## src/rtl/pipe_hazard_ctrl_pkg.sv

```systemverilog
// Shared types and constants for the pipeline hazard controller.
// Holds the FSM state encoding, forwarding select codes and the default wait limit.
package pipe_ctrl_pkg;

  typedef enum logic [1:0] {
    RUN      = 2'd0,
    MEM_WAIT = 2'd1,
    ERR      = 2'd2
  } state_e;

  localparam logic [1:0] FWD_REG   = 2'b00;
  localparam logic [1:0] FWD_EXMEM = 2'b10;
  localparam logic [1:0] FWD_MEMWB = 2'b01;

  localparam int unsigned WAIT_LIMIT_DEFAULT = 255;

  // EX/MEM has priority over MEM/WB; r0 is never forwarded.
  function automatic logic [1:0] fwd_sel(logic [4:0] src, logic [4:0] mem_rd,
                                         logic mem_reg_write, logic [4:0] wb_rd,
                                         logic wb_reg_write);
    if (mem_reg_write && (mem_rd != 5'd0) && (mem_rd == src)) begin
      return FWD_EXMEM;
    end else if (wb_reg_write && (wb_rd != 5'd0) && (wb_rd == src)) begin
      return FWD_MEMWB;
    end else begin
      return FWD_REG;
    end
  endfunction

endpackage

```

## src/rtl/pipe_hazard_ctrl_if.sv

```systemverilog
// Signal bundle between the pipeline datapath (master) and the hazard controller (slave).
interface pipe_hazard_ctrl_if;
  logic [4:0]  id_rs;
  logic [4:0]  id_rt;
  logic        id_uses_rs;
  logic        id_uses_rt;
  logic [4:0]  ex_rs;
  logic [4:0]  ex_rt;
  logic [4:0]  ex_rd;
  logic        ex_mem_read;
  logic        ex_branch_taken;
  logic [4:0]  mem_rd;
  logic        mem_reg_write;
  logic        mem_mem_read;
  logic        mem_mem_write;
  logic [4:0]  wb_rd;
  logic        wb_reg_write;
  logic        dmem_ack;
  logic        pc_en;
  logic        ifid_en;
  logic        idex_en;
  logic        exmem_en;
  logic        memwb_en;
  logic        ifid_flush;
  logic        idex_flush;
  logic [1:0]  fwd_a;
  logic [1:0]  fwd_b;
  logic        dmem_req;
  logic        mem_err;
  logic [31:0] stall_cycles;
  logic [15:0] flush_count;

  modport master (
    output id_rs, id_rt, id_uses_rs, id_uses_rt, ex_rs, ex_rt, ex_rd, ex_mem_read,
           ex_branch_taken, mem_rd, mem_reg_write, mem_mem_read, mem_mem_write, wb_rd,
           wb_reg_write, dmem_ack,
    input  pc_en, ifid_en, idex_en, exmem_en, memwb_en, ifid_flush, idex_flush, fwd_a,
           fwd_b, dmem_req, mem_err, stall_cycles, flush_count
  );

  modport slave (
    input  id_rs, id_rt, id_uses_rs, id_uses_rt, ex_rs, ex_rt, ex_rd, ex_mem_read,
           ex_branch_taken, mem_rd, mem_reg_write, mem_mem_read, mem_mem_write, wb_rd,
           wb_reg_write, dmem_ack,
    output pc_en, ifid_en, idex_en, exmem_en, memwb_en, ifid_flush, idex_flush, fwd_a,
           fwd_b, dmem_req, mem_err, stall_cycles, flush_count
  );
endinterface

```

## src/rtl/pipe_hazard_ctrl_fwd.sv

```systemverilog
// Combinational operand forwarding selects for the EX stage.
module pipe_fwd_unit
  import pipe_ctrl_pkg::*;
(
  input  logic [4:0] ex_rs,
  input  logic [4:0] ex_rt,
  input  logic [4:0] mem_rd,
  input  logic       mem_reg_write,
  input  logic [4:0] wb_rd,
  input  logic       wb_reg_write,
  output logic [1:0] fwd_a,
  output logic [1:0] fwd_b
);

  assign fwd_a = fwd_sel(ex_rs, mem_rd, mem_reg_write, wb_rd, wb_reg_write);
  assign fwd_b = fwd_sel(ex_rt, mem_rd, mem_reg_write, wb_rd, wb_reg_write);

endmodule

```

## src/rtl/pipe_hazard_ctrl.sv

```systemverilog
// Pipeline hazard controller: memory-wait freeze FSM, branch flush, load-use stall, forwarding.
// Define PIPE_HAZARD_CTRL_PERF_EN to build the stall/flush performance counters.
module pipe_hazard_ctrl
  import pipe_ctrl_pkg::*;
#(
  parameter int unsigned WAIT_LIMIT = WAIT_LIMIT_DEFAULT
) (
  input logic               clk,
  input logic               reset,
  pipe_hazard_ctrl_if.slave hz
);

  localparam logic [7:0] WaitLimit = 8'(WAIT_LIMIT);

  state_e     state_q, state_d;
  logic [7:0] wait_cnt_q, wait_cnt_d;
  logic       freeze, in_err, dmem_req, load_use;
  logic       pc_en, ifid_en, idex_en, exmem_en, memwb_en, ifid_flush, idex_flush;

  always_ff @(posedge clk or posedge reset) begin
    if (reset) begin
      state_q    <= RUN;
      wait_cnt_q <= 8'd0;
    end else begin
      state_q    <= state_d;
      wait_cnt_q <= wait_cnt_d;
    end
  end

  always_comb begin
    state_d    = state_q;
    wait_cnt_d = wait_cnt_q;
    freeze     = 1'b0;
    in_err     = 1'b0;
    dmem_req   = 1'b0;
    unique case (state_q)
      RUN: begin
        dmem_req = hz.mem_mem_read | hz.mem_mem_write;
        if (dmem_req && !hz.dmem_ack) begin
          freeze     = 1'b1;
          state_d    = MEM_WAIT;
          wait_cnt_d = 8'd1;
        end
      end
      MEM_WAIT: begin
        dmem_req = 1'b1;
        if (hz.dmem_ack) begin
          state_d    = RUN;
          wait_cnt_d = 8'd0;
        end else if (wait_cnt_q == WaitLimit) begin
          freeze  = 1'b1;
          state_d = ERR;
        end else begin
          freeze     = 1'b1;
          wait_cnt_d = wait_cnt_q + 8'd1;
        end
      end
      ERR: begin
        in_err = 1'b1;
      end
      default: begin
        state_d = RUN;
      end
    endcase
  end

  assign load_use = hz.ex_mem_read && (hz.ex_rd != 5'd0) &&
                    ((hz.id_uses_rs && (hz.id_rs == hz.ex_rd)) ||
                     (hz.id_uses_rt && (hz.id_rt == hz.ex_rd)));

  // A frozen pipeline holds any pending branch/load-use so it is acted on after release.
  always_comb begin
    pc_en      = 1'b1;
    ifid_en    = 1'b1;
    idex_en    = 1'b1;
    exmem_en   = 1'b1;
    memwb_en   = 1'b1;
    ifid_flush = 1'b0;
    idex_flush = 1'b0;
    if (freeze || in_err) begin
      pc_en    = 1'b0;
      ifid_en  = 1'b0;
      idex_en  = 1'b0;
      exmem_en = 1'b0;
      memwb_en = 1'b0;
    end else if (hz.ex_branch_taken) begin
      ifid_flush = 1'b1;
      idex_flush = 1'b1;
    end else if (load_use) begin
      pc_en      = 1'b0;
      ifid_en    = 1'b0;
      idex_flush = 1'b1;
    end
  end

  assign hz.pc_en      = pc_en;
  assign hz.ifid_en    = ifid_en;
  assign hz.idex_en    = idex_en;
  assign hz.exmem_en   = exmem_en;
  assign hz.memwb_en   = memwb_en;
  assign hz.ifid_flush = ifid_flush;
  assign hz.idex_flush = idex_flush;
  assign hz.dmem_req   = dmem_req;
  assign hz.mem_err    = in_err;

  pipe_fwd_unit u_fwd (
    .ex_rs         (hz.ex_rs),
    .ex_rt         (hz.ex_rt),
    .mem_rd        (hz.mem_rd),
    .mem_reg_write (hz.mem_reg_write),
    .wb_rd         (hz.wb_rd),
    .wb_reg_write  (hz.wb_reg_write),
    .fwd_a         (hz.fwd_a),
    .fwd_b         (hz.fwd_b)
  );

`ifdef PIPE_HAZARD_CTRL_PERF_EN
  logic [31:0] stall_cycles_q;
  logic [15:0] flush_count_q;

  always_ff @(posedge clk or posedge reset) begin
    if (reset) begin
      stall_cycles_q <= 32'd0;
      flush_count_q  <= 16'd0;
    end else begin
      if (!pc_en && (stall_cycles_q != '1)) begin
        stall_cycles_q <= stall_cycles_q + 32'd1;
      end
      if (ifid_flush && (flush_count_q != '1)) begin
        flush_count_q <= flush_count_q + 16'd1;
      end
    end
  end

  assign hz.stall_cycles = stall_cycles_q;
  assign hz.flush_count  = flush_count_q;
`else
  assign hz.stall_cycles = 32'd0;
  assign hz.flush_count  = 16'd0;
`endif

endmodule

```

## src/flat_wrapper.sv

```systemverilog
// flat-port wrapper written by rule: the top's interface ports become plain ports
module pipe_hazard_ctrl_flat import pipe_ctrl_pkg::*;
#(
  parameter int unsigned WAIT_LIMIT = WAIT_LIMIT_DEFAULT
)
  (clk, reset, hz_id_rs, hz_id_rt, hz_id_uses_rs, hz_id_uses_rt, hz_ex_rs, hz_ex_rt, hz_ex_rd, hz_ex_mem_read, hz_ex_branch_taken, hz_mem_rd, hz_mem_reg_write, hz_mem_mem_read, hz_mem_mem_write, hz_wb_rd, hz_wb_reg_write, hz_dmem_ack, hz_pc_en, hz_ifid_en, hz_idex_en, hz_exmem_en, hz_memwb_en, hz_ifid_flush, hz_idex_flush, hz_fwd_a, hz_fwd_b, hz_dmem_req, hz_mem_err, hz_stall_cycles, hz_flush_count);
  pipe_hazard_ctrl_if hz_i ();
  input logic clk;
  input logic reset;
  input wire logic [$bits(hz_i.id_rs)-1:0] hz_id_rs;
  input wire logic [$bits(hz_i.id_rt)-1:0] hz_id_rt;
  input wire logic [$bits(hz_i.id_uses_rs)-1:0] hz_id_uses_rs;
  input wire logic [$bits(hz_i.id_uses_rt)-1:0] hz_id_uses_rt;
  input wire logic [$bits(hz_i.ex_rs)-1:0] hz_ex_rs;
  input wire logic [$bits(hz_i.ex_rt)-1:0] hz_ex_rt;
  input wire logic [$bits(hz_i.ex_rd)-1:0] hz_ex_rd;
  input wire logic [$bits(hz_i.ex_mem_read)-1:0] hz_ex_mem_read;
  input wire logic [$bits(hz_i.ex_branch_taken)-1:0] hz_ex_branch_taken;
  input wire logic [$bits(hz_i.mem_rd)-1:0] hz_mem_rd;
  input wire logic [$bits(hz_i.mem_reg_write)-1:0] hz_mem_reg_write;
  input wire logic [$bits(hz_i.mem_mem_read)-1:0] hz_mem_mem_read;
  input wire logic [$bits(hz_i.mem_mem_write)-1:0] hz_mem_mem_write;
  input wire logic [$bits(hz_i.wb_rd)-1:0] hz_wb_rd;
  input wire logic [$bits(hz_i.wb_reg_write)-1:0] hz_wb_reg_write;
  input wire logic [$bits(hz_i.dmem_ack)-1:0] hz_dmem_ack;
  output wire logic [$bits(hz_i.pc_en)-1:0] hz_pc_en;
  output wire logic [$bits(hz_i.ifid_en)-1:0] hz_ifid_en;
  output wire logic [$bits(hz_i.idex_en)-1:0] hz_idex_en;
  output wire logic [$bits(hz_i.exmem_en)-1:0] hz_exmem_en;
  output wire logic [$bits(hz_i.memwb_en)-1:0] hz_memwb_en;
  output wire logic [$bits(hz_i.ifid_flush)-1:0] hz_ifid_flush;
  output wire logic [$bits(hz_i.idex_flush)-1:0] hz_idex_flush;
  output wire logic [$bits(hz_i.fwd_a)-1:0] hz_fwd_a;
  output wire logic [$bits(hz_i.fwd_b)-1:0] hz_fwd_b;
  output wire logic [$bits(hz_i.dmem_req)-1:0] hz_dmem_req;
  output wire logic [$bits(hz_i.mem_err)-1:0] hz_mem_err;
  output wire logic [$bits(hz_i.stall_cycles)-1:0] hz_stall_cycles;
  output wire logic [$bits(hz_i.flush_count)-1:0] hz_flush_count;
  assign hz_i.id_rs = hz_id_rs;
  assign hz_i.id_rt = hz_id_rt;
  assign hz_i.id_uses_rs = hz_id_uses_rs;
  assign hz_i.id_uses_rt = hz_id_uses_rt;
  assign hz_i.ex_rs = hz_ex_rs;
  assign hz_i.ex_rt = hz_ex_rt;
  assign hz_i.ex_rd = hz_ex_rd;
  assign hz_i.ex_mem_read = hz_ex_mem_read;
  assign hz_i.ex_branch_taken = hz_ex_branch_taken;
  assign hz_i.mem_rd = hz_mem_rd;
  assign hz_i.mem_reg_write = hz_mem_reg_write;
  assign hz_i.mem_mem_read = hz_mem_mem_read;
  assign hz_i.mem_mem_write = hz_mem_mem_write;
  assign hz_i.wb_rd = hz_wb_rd;
  assign hz_i.wb_reg_write = hz_wb_reg_write;
  assign hz_i.dmem_ack = hz_dmem_ack;
  assign hz_pc_en = hz_i.pc_en;
  assign hz_ifid_en = hz_i.ifid_en;
  assign hz_idex_en = hz_i.idex_en;
  assign hz_exmem_en = hz_i.exmem_en;
  assign hz_memwb_en = hz_i.memwb_en;
  assign hz_ifid_flush = hz_i.ifid_flush;
  assign hz_idex_flush = hz_i.idex_flush;
  assign hz_fwd_a = hz_i.fwd_a;
  assign hz_fwd_b = hz_i.fwd_b;
  assign hz_dmem_req = hz_i.dmem_req;
  assign hz_mem_err = hz_i.mem_err;
  assign hz_stall_cycles = hz_i.stall_cycles;
  assign hz_flush_count = hz_i.flush_count;
  pipe_hazard_ctrl #(.WAIT_LIMIT(WAIT_LIMIT)) u_core (.clk(clk), .reset(reset), .hz(hz_i));
endmodule
```

## config.mk

```make
export PLATFORM = sky130hd
export DESIGN_NAME = pipe_hazard_ctrl_flat
export DESIGN_NICKNAME = d
export VERILOG_FILES = /design/src/rtl/pipe_hazard_ctrl_pkg.sv /design/src/rtl/pipe_hazard_ctrl_if.sv /design/src/rtl/pipe_hazard_ctrl_fwd.sv /design/src/rtl/pipe_hazard_ctrl.sv /design/src/flat_wrapper.sv
export SDC_FILE = /design/constraint.sdc
export NUM_CORES = 1
export LEC_CHECK = 0
export CORE_ASPECT_RATIO = 0.8
export CORE_UTILIZATION = 37
export CTS_CLUSTER_DIAMETER = 80
export DETAILED_ROUTE_END_ITERATION = 10
export PLACE_DENSITY = 0.95
export SYNTH_ARGS = -nofsm -noshare
export SYNTH_HDL_FRONTEND = slang
export SYNTH_SLANG_ARGS = --single-unit
export TNS_END_PERCENT = 100
```

## constraint.sdc

```tcl
create_clock -name clk -period 2.7 [get_ports clk]
set_input_delay 0.54 -clock clk [delete_from_list [all_inputs] [get_ports clk]]
set_output_delay 0.54 -clock clk [all_outputs]
set_load 0.01 [all_outputs]
```

==> results of run 1 <==
## registers in the layout (all words and copies together) (netlist names)
| name | count |
|---|---|
| u_core.state_q | 2 |
| u_core.wait_cnt_q | 8 |
## how the worst max path moves through the flow
stage	startpoint	end
global placement	hz_mem_rd[0]	hz_fwd_b[0]
floorplan	hz_mem_rd[0]	hz_fwd_a[0]
detailed placement	hz_mem_rd[0]	hz_fwd_b[0]
global route	hz_ex_rs[1]	hz_fwd_a[0]
CTS	hz_mem_rd[0]	hz_fwd_b[0]
finish	hz_ex_rs[1]	hz_fwd_a[0]
## layout make-up
type / instances / area [µm²] / area share, %
multi-input combinational: 145 / 970 / 46.6
timing repair buffer: 80 / 738 / 35.5
sequential: 10 / 250 / 12.0
tap: 42 / 52.6 / 2.52
clock buffer: 3 / 41.3 / 1.98
inverter: 8 / 30.0 / 1.44
## metal layers
metal,vias up,routed length [µm],GRT usage (%)
li1,654,-,-
met1,599,1280,16.4
met2,74,1780,30.9
met3,6,319,5.75
met4,0,57,2.57
met5,-,0,0
## cell usage in the layout, fill, tap and decap left out, types with 2 or more instances in the layout
master / netlist / final
or4_1: 7 / 5
buf_2: 0 / 3
a21oi_1: 5 / 5
dfrtp_1: 10 / 10
buf_4: 51 / 21
clkdlybuf4s15_1: 0 / 3
nor4_1: 6 / 2
clkdlybuf4s50_1: 0 / 34
nor3_1: 3 / 2
a31oi_1: 4 / 4
conb_1: 1 / 48
dlygate4sd2_1: 0 / 9
nor4_2: 0 / 2
xnor2_1: 8 / 7
o21ai_4: 0 / 2
clkbuf_8: 0 / 3
o21ai_0: 6 / 5
nor4_4: 0 / 2
nand3_1: 6 / 6
o31a_1: 2 / 2
a21o_1: 2 / 2
nor2_1: 2 / 2
inv_1: 8 / 8
dlymetal6s2s_1: 0 / 8
nand4_1: 2 / 2
nand2_1: 2 / 2
xor2_1: 22 / 22
or4_4: 0 / 2
## metrics by stage
step	cell area [µm²]	instances
6_report	2080	288
5_1_grt	2080	288
4_1_cts	2010	287
3_5_place_dp	1940	282
3_3_place_gp	1940	282
2_1_floorplan	1570	217
## repair_timing
action,4_1_cts,5_1_grt
hold endpoints to repair,0,0
pin swaps,8,7
setup endpoints to repair,10,7
setup buffers,2,1
resized for setup,38,20
## cell families (layout without fill, tap and decap cells)
logic type | after synthesis | count (layout) | synth area share (%)
AOI/OAI and AO/OA | 32 | 32 | 15.5
xor gates and xnor gates | 30 | 30 | 18.9
adders and majority gates | 1 | 1 | 0.898
buffers and inverters | 62 | 91 | 31.5
DFF | 10 | 10 | 18.0
other | 1 | 48 | 0.269
and+or+nand+nor | 34 | 34 | 15.0
## worst max-delay path, delay by kind of cell
kind | cells | cell delay, ns
and+or+nand+nor | 2 | 0.83
xor gates and xnor gates | 1 | 0.15
buffers and inverters | 2 | 0.61
## report_power, final
group          internal (W)  switching, W  leakage [nW]
clock             0.0000974     0.0000558        0.0216
combinational      0.000139      0.000135         0.853
sequential         0.000169     0.0000217         0.133
==> impl_metrics.csv, run 1 <==
group,metric,value,unit
synth,syn_inst,170,
cts,cts_root_buf,"clkbuf_8",
timing,tightest_slew,0.519,ns
floorplanning,die_w,70.6,µm
cts,path_clk_slew,0.05,ns
worst_setup_path,cp_max_fo,2,
finish,num_antenna_cells,0,
cts,cts_buffer_depth,2,
synth,synth_warnings,0,
synth,synth-async-reset-ratio,100,%
hold_path,min_from,"u_core.wait_cnt_q[4]$_DFFE_PP0P_",
timing,fin_ws,0.0269,ns
cts,ctsHtreeMaxLevel,1,
timing,report.final.hold_viol_count,0,
global_routing,grt_use_total,15.8,%
synth,yosys-top-cells-area,"buf_4 27%, dfrtp_1 18%, xor2_1 14%, xnor2_1 5.0%, or4_1 3.8%",
synth,synth_area_per_cell,8.19,µm²
floorplanning,chipHeight,56.9,µm
flow_run,max_cap_violations,0,
place,post-dp-hpwl,2760,µm
worst_setup_path,start_kind,"input port",
pwr,peakVddDrop,0.223,mV
pwr,total_power,0.000618,W
cts,cts_buffers,3,
worst_setup_path,worstSetupPathType,"input port to output pin",
finish,layout.nets,295,
timing,drv_slew,0,
routing,ant_nets,0,
routing,drcViolationCount,14,
synth,yosysTopAreaCell,"buf_4",
status,outcome,"finished, violations left",
finish,areaGrowthSynthToFinish,49.5,%
finish,drive_gt1_share,16.7,%
timing,max_slew_margin,65.1,%
routing,drtIter0Drc,68,
global_routing,first_global_vias,1224,
routing,drt_wl_total,3440,µm
global_routing,gr-total-overflow,0,
worst_setup_path,reg2reg_depth,4,
synth,yosys_register_bits,10,
synth,syn-cell-area,1390,µm²
status,violations,"design-rule violations",
synth,synth_cell_types,38,
routing,dr_total_vias,1333,
synth,synth_commonest_cells,"51 x buf_4, 22 x xor2_1, 10 x dfrtp_1",
place,dp_slack,-0.533,ns
routing,vias_per_cell,4.63,
timing,setup_violations,0,
timing,fin_skew,0.00495,ns
worst_setup_path,ff2ff_setup_slack,1.10,ns
hold_path,holdPathEnd,"u_core.wait_cnt_q[4]$_DFFE_PP0P_",
timing,post-route-period-util,99.0,%
cts,cts_tree,"yes",
synth,synth.most_common_cell,"buf_4",
routing,wire_per_inst,11.9,µm
floorplanning,io-pin-count,107,
cts,clock_sinks,10,
hold_path,min_path_type,"flop to flop",
floorplanning,row_count,19,
synth,synth_top_area_share,27.5,%
finish,fin_util,59.2,%
pwr,p_leak,1.01,nW
global_routing,grt_max_degree,11,
floorplanning,coreArea,3520,µm²
timing,min_period,2.67,ns
floorplanning,start_util,39.6,%
hold_path,min_delay_path_depth,1,
worst_setup_path,crit_arrival,2.13,ns
synth,yosys_most_used_dff,"dfrtp_1",
synth,synth-seq-area-share,18.0,%
timing,hold_ws,0.523,ns
place,routabilityCongestion,0.858,
pwr,power_per_cell_area,297,nW/µm²
timing,max_freq,374,MHz
worst_setup_path,max_stage_delay,0.56,ns
cts,worstSkewPairLatency,0.24,ns
timing,setup_tns,0,ns
worst_setup_path,rr_endpoint,"u_core.wait_cnt_q[3]$_DFFE_PP0P_",
worst_setup_path,reg2reg_from,"u_core.wait_cnt_q[4]$_DFFE_PP0P_",
global_routing,antenna_found_initial,0,
worst_setup_path,cp_slowest_cell,"or4_1",
worst_setup_path,cp-end-kind,"output pin",
floorplanning,die_area,4010,µm²
global_routing,grt_pass1_wl,5020,µm
place,numPortBuffers,58,
synth,synth-edff-count,0,
finish,fillers,295,
cts,hold_buffers,0,
worst_setup_path,cp.required,2.16,ns
worst_setup_path,path_cells,"clkdlybuf4s50_1 > xor2_1 > or4_1 > nor4_2 > buf_2",
routing,first_pass_iters,7,
(Power assumes the default switching activity.)
==> run 2, diff against run 1 <==
--- a/config.mk
+++ b/config.mk
@@ -5,11 +5,13 @@
 export SDC_FILE = /design/constraint.sdc
 export NUM_CORES = 1
 export LEC_CHECK = 0
+export CAP_MARGIN = 10
 export CORE_ASPECT_RATIO = 0.8
 export CORE_UTILIZATION = 37
 export CTS_CLUSTER_DIAMETER = 80
+export CTS_CLUSTER_SIZE = 14
 export DETAILED_ROUTE_END_ITERATION = 10
-export PLACE_DENSITY = 0.95
+export PLACE_DENSITY = 0.94
 export SYNTH_ARGS = -nofsm -noshare
 export SYNTH_HDL_FRONTEND = slang
 export SYNTH_SLANG_ARGS = --single-unit
==> run 2 against run 1 <==
  * The flow still finishes with violations (design-rule violations)
  * Clock skew rose by 0.0012 ns
  * Non-clock buffer count rose by 1
  * Sequential share of layout area grew 0.080 points
  * Via count up 2.1%
  * Sequential power rose by 2%
  * Power is 6.0% higher
==> impl_metrics.csv, run 2 (same netlist as run 1, synthesis figures left out) <==
group,metric,value,unit
floorplanning,coreArea,3520,µm²
hold_path,holdPathEnd,"u_core.wait_cnt_q[4]$_DFFE_PP0P_",
global_routing,grt_pass1_wl,5520,µm
timing,tightest_slew,0.590,ns
worst_setup_path,cp-end-kind,"output pin",
worst_setup_path,cp_max_fo,2,
status,outcome,"finished, violations left",
global_routing,antenna_found_initial,0,
routing,drcViolationCount,12,
cts,hold_buffers,0,
worst_setup_path,rr_endpoint,"u_core.wait_cnt_q[3]$_DFFE_PP0P_",
routing,first_pass_iters,7,
floorplanning,row_count,19,
pwr,p_int,0.000435,W
global_routing,gr-total-overflow,0,
pwr,power_per_cell_area,317,nW/µm²
worst_setup_path,reg2reg_depth,4,
timing,report.final.hold_viol_count,0,
routing,drtIter0Drc,95,
cts,cts_tree,"yes",
finish,fillers,323,
floorplanning,die_area,4010,µm²
finish,layout_commonest_cell,"conb_1",
timing,max_slew_margin,60.4,%
flow_run,max_cap_violations,0,
finish,areaGrowthSynthToFinish,48.5,%
cts,path_clk_slew,0.05,ns
cts,clock_sinks,10,
pwr,swShare,33.6,%
pwr,seq_power_share,29.6,%
finish,largest_register,"u_core.wait_cnt_q",
finish,fin_util,58.8,%
pwr,peakVddDrop,0.189,mV
cts,cts_root_buf,"clkbuf_8",
place,routabilityCongestion,0.832,
cts,cts_buffer_depth,2,
finish,final_cell_mix,"48 x conb_1, 37 x clkdlybuf4s50_1, 22 x xor2_1, 22 x buf_4, 10 x dfrtp_1",
routing,dr_total_vias,1361,
finish,layout.nets,296,
global_routing,grt_max_degree,11,
timing,drv_slew,0,
timing,post-route-period-util,98.9,%
worst_setup_path,crit_arrival,2.13,ns
pwr,p_sw,0.000220,W
global_routing,grt_use_total,17.4,%
pwr,combPwrFrac,41.3,%
floorplanning,die_w,70.6,µm
routing,drt_wl_total,3520,µm
routing,wire_per_inst,12.1,µm
worst_setup_path,start_kind,"input port",
timing,min_period,2.67,ns
cts,cts_buffers,3,
place,numPortBuffers,58,
pwr,p_clk_share,29.1,%
floorplanning,start_util,39.6,%
worst_setup_path,cp.required,2.16,ns
routing,vias_per_cell,4.69,
worst_setup_path,worstSetupPathType,"input port to output pin",
worst_setup_path,reg2reg_from,"u_core.wait_cnt_q[4]$_DFFE_PP0P_",
worst_setup_path,ff2ff_setup_slack,1.08,ns
pwr,p_leak,0.978,nW
cts,worstSkewPairLatency,0.24,ns
global_routing,first_global_vias,1270,
hold_path,min_delay_path_depth,1,
hold_path,min_path_type,"flop to flop",
timing,fin_skew,0.00616,ns
timing,max_freq,375,MHz
finish,drive_gt1_share,17.3,%
timing,setup_violations,0,
finish,largest_reg_flops,8,
floorplanning,io-pin-count,107,
floorplanning,chipHeight,56.9,µm
finish,num_antenna_cells,0,
finish,largestRegisters,"u_core.wait_cnt_q (8), u_core.state_q (2)",
routing,ant_nets,0,
status,violations,"design-rule violations",
cts,ctsHtreeMaxLevel,1,
place,post-dp-hpwl,2820,µm
hold_path,min_from,"u_core.wait_cnt_q[4]$_DFFE_PP0P_",
timing,setup_tns,0,ns
## run 2: area by class of cell
type	instances	area, µm²	share of cell area (%)
multi-input cells	145	950	45.9
repair buffers	81	731	35.3
flip-flops and latches	10	250	12.1
clock buffers	4	55.1	2.66
well taps	42	52.6	2.54
inverters	8	30.0	1.45
## run 2: routing by layer
metal  GRT usage [%]  routed length (µm)
met4            3.43                  29
met5               0                   0
met1            18.9                1300
met2            34.0                1910
met3            4.49                 281
## run 2: power groups by stage
| stage | registers (W) | clock network (W) | logic, W |
|---|---|---|---|
| 3_5_place_dp | 0.000194 | 0 | 0.000263 |
| 3_3_place_gp | 0.000191 | 0 | 0.000257 |
| 6_report | 0.000194 | 0.000191 | 0.000270 |
| 4_1_cts | 0.000192 | 0.000192 | 0.000262 |
| 2_1_floorplan | 0.000187 | 0 | 0.000178 |
| 5_1_grt | 0.000195 | 0.000204 | 0.000295 |
## run 2: through the flow
step | total power [W] | setup slack [ns] | instances | hold WS [ns] | cell area, µm²
floorplan | 0.000365 | 0.381 | 217 | 0.380 | 1570
global placement | 0.000448 | -0.484 | 285 | 0.497 | 1960
detailed placement | 0.000457 | -0.518 | 285 | 0.508 | 1960
CTS | 0.000646 | -0.0749 | 291 | 0.516 | 2030
global route | 0.000694 | -0.0688 | 290 | 0.539 | 2070
finish | 0.000655 | 0.0299 | 290 | 0.530 | 2070
## run 2: worst max path at each step
stage                 startpoint          end  slack (ns)  cells past startpoint
global route         hz_ex_rs[0]  hz_fwd_a[1]       -0.07                      7
floorplan           hz_mem_rd[0]  hz_fwd_a[0]        0.38                      4
finish              hz_mem_rd[0]  hz_fwd_b[0]        0.03                      7
detailed placement  hz_mem_rd[3]  hz_fwd_b[0]       -0.52                      6
CTS                  hz_wb_rd[2]  hz_fwd_b[0]       -0.07                      6
global placement    hz_mem_rd[0]  hz_fwd_b[0]       -0.48                      6
## run 2: worst max-delay path: stages
cell and delay [ns]:
clkdlybuf4s15_1 0.18, or4_4 0.54, o21ai_4 0.20, buf_6 0.13, nor4_2 0.04, nor4_2 0.30, buf_2 0.19
## run 2: timing repair
item,CTS,global route
gates cloned,0,0
gates resized for setup,38,18
buffers inserted,2,0
endpoints found under the setup margin,10,6
pin swaps,8,9
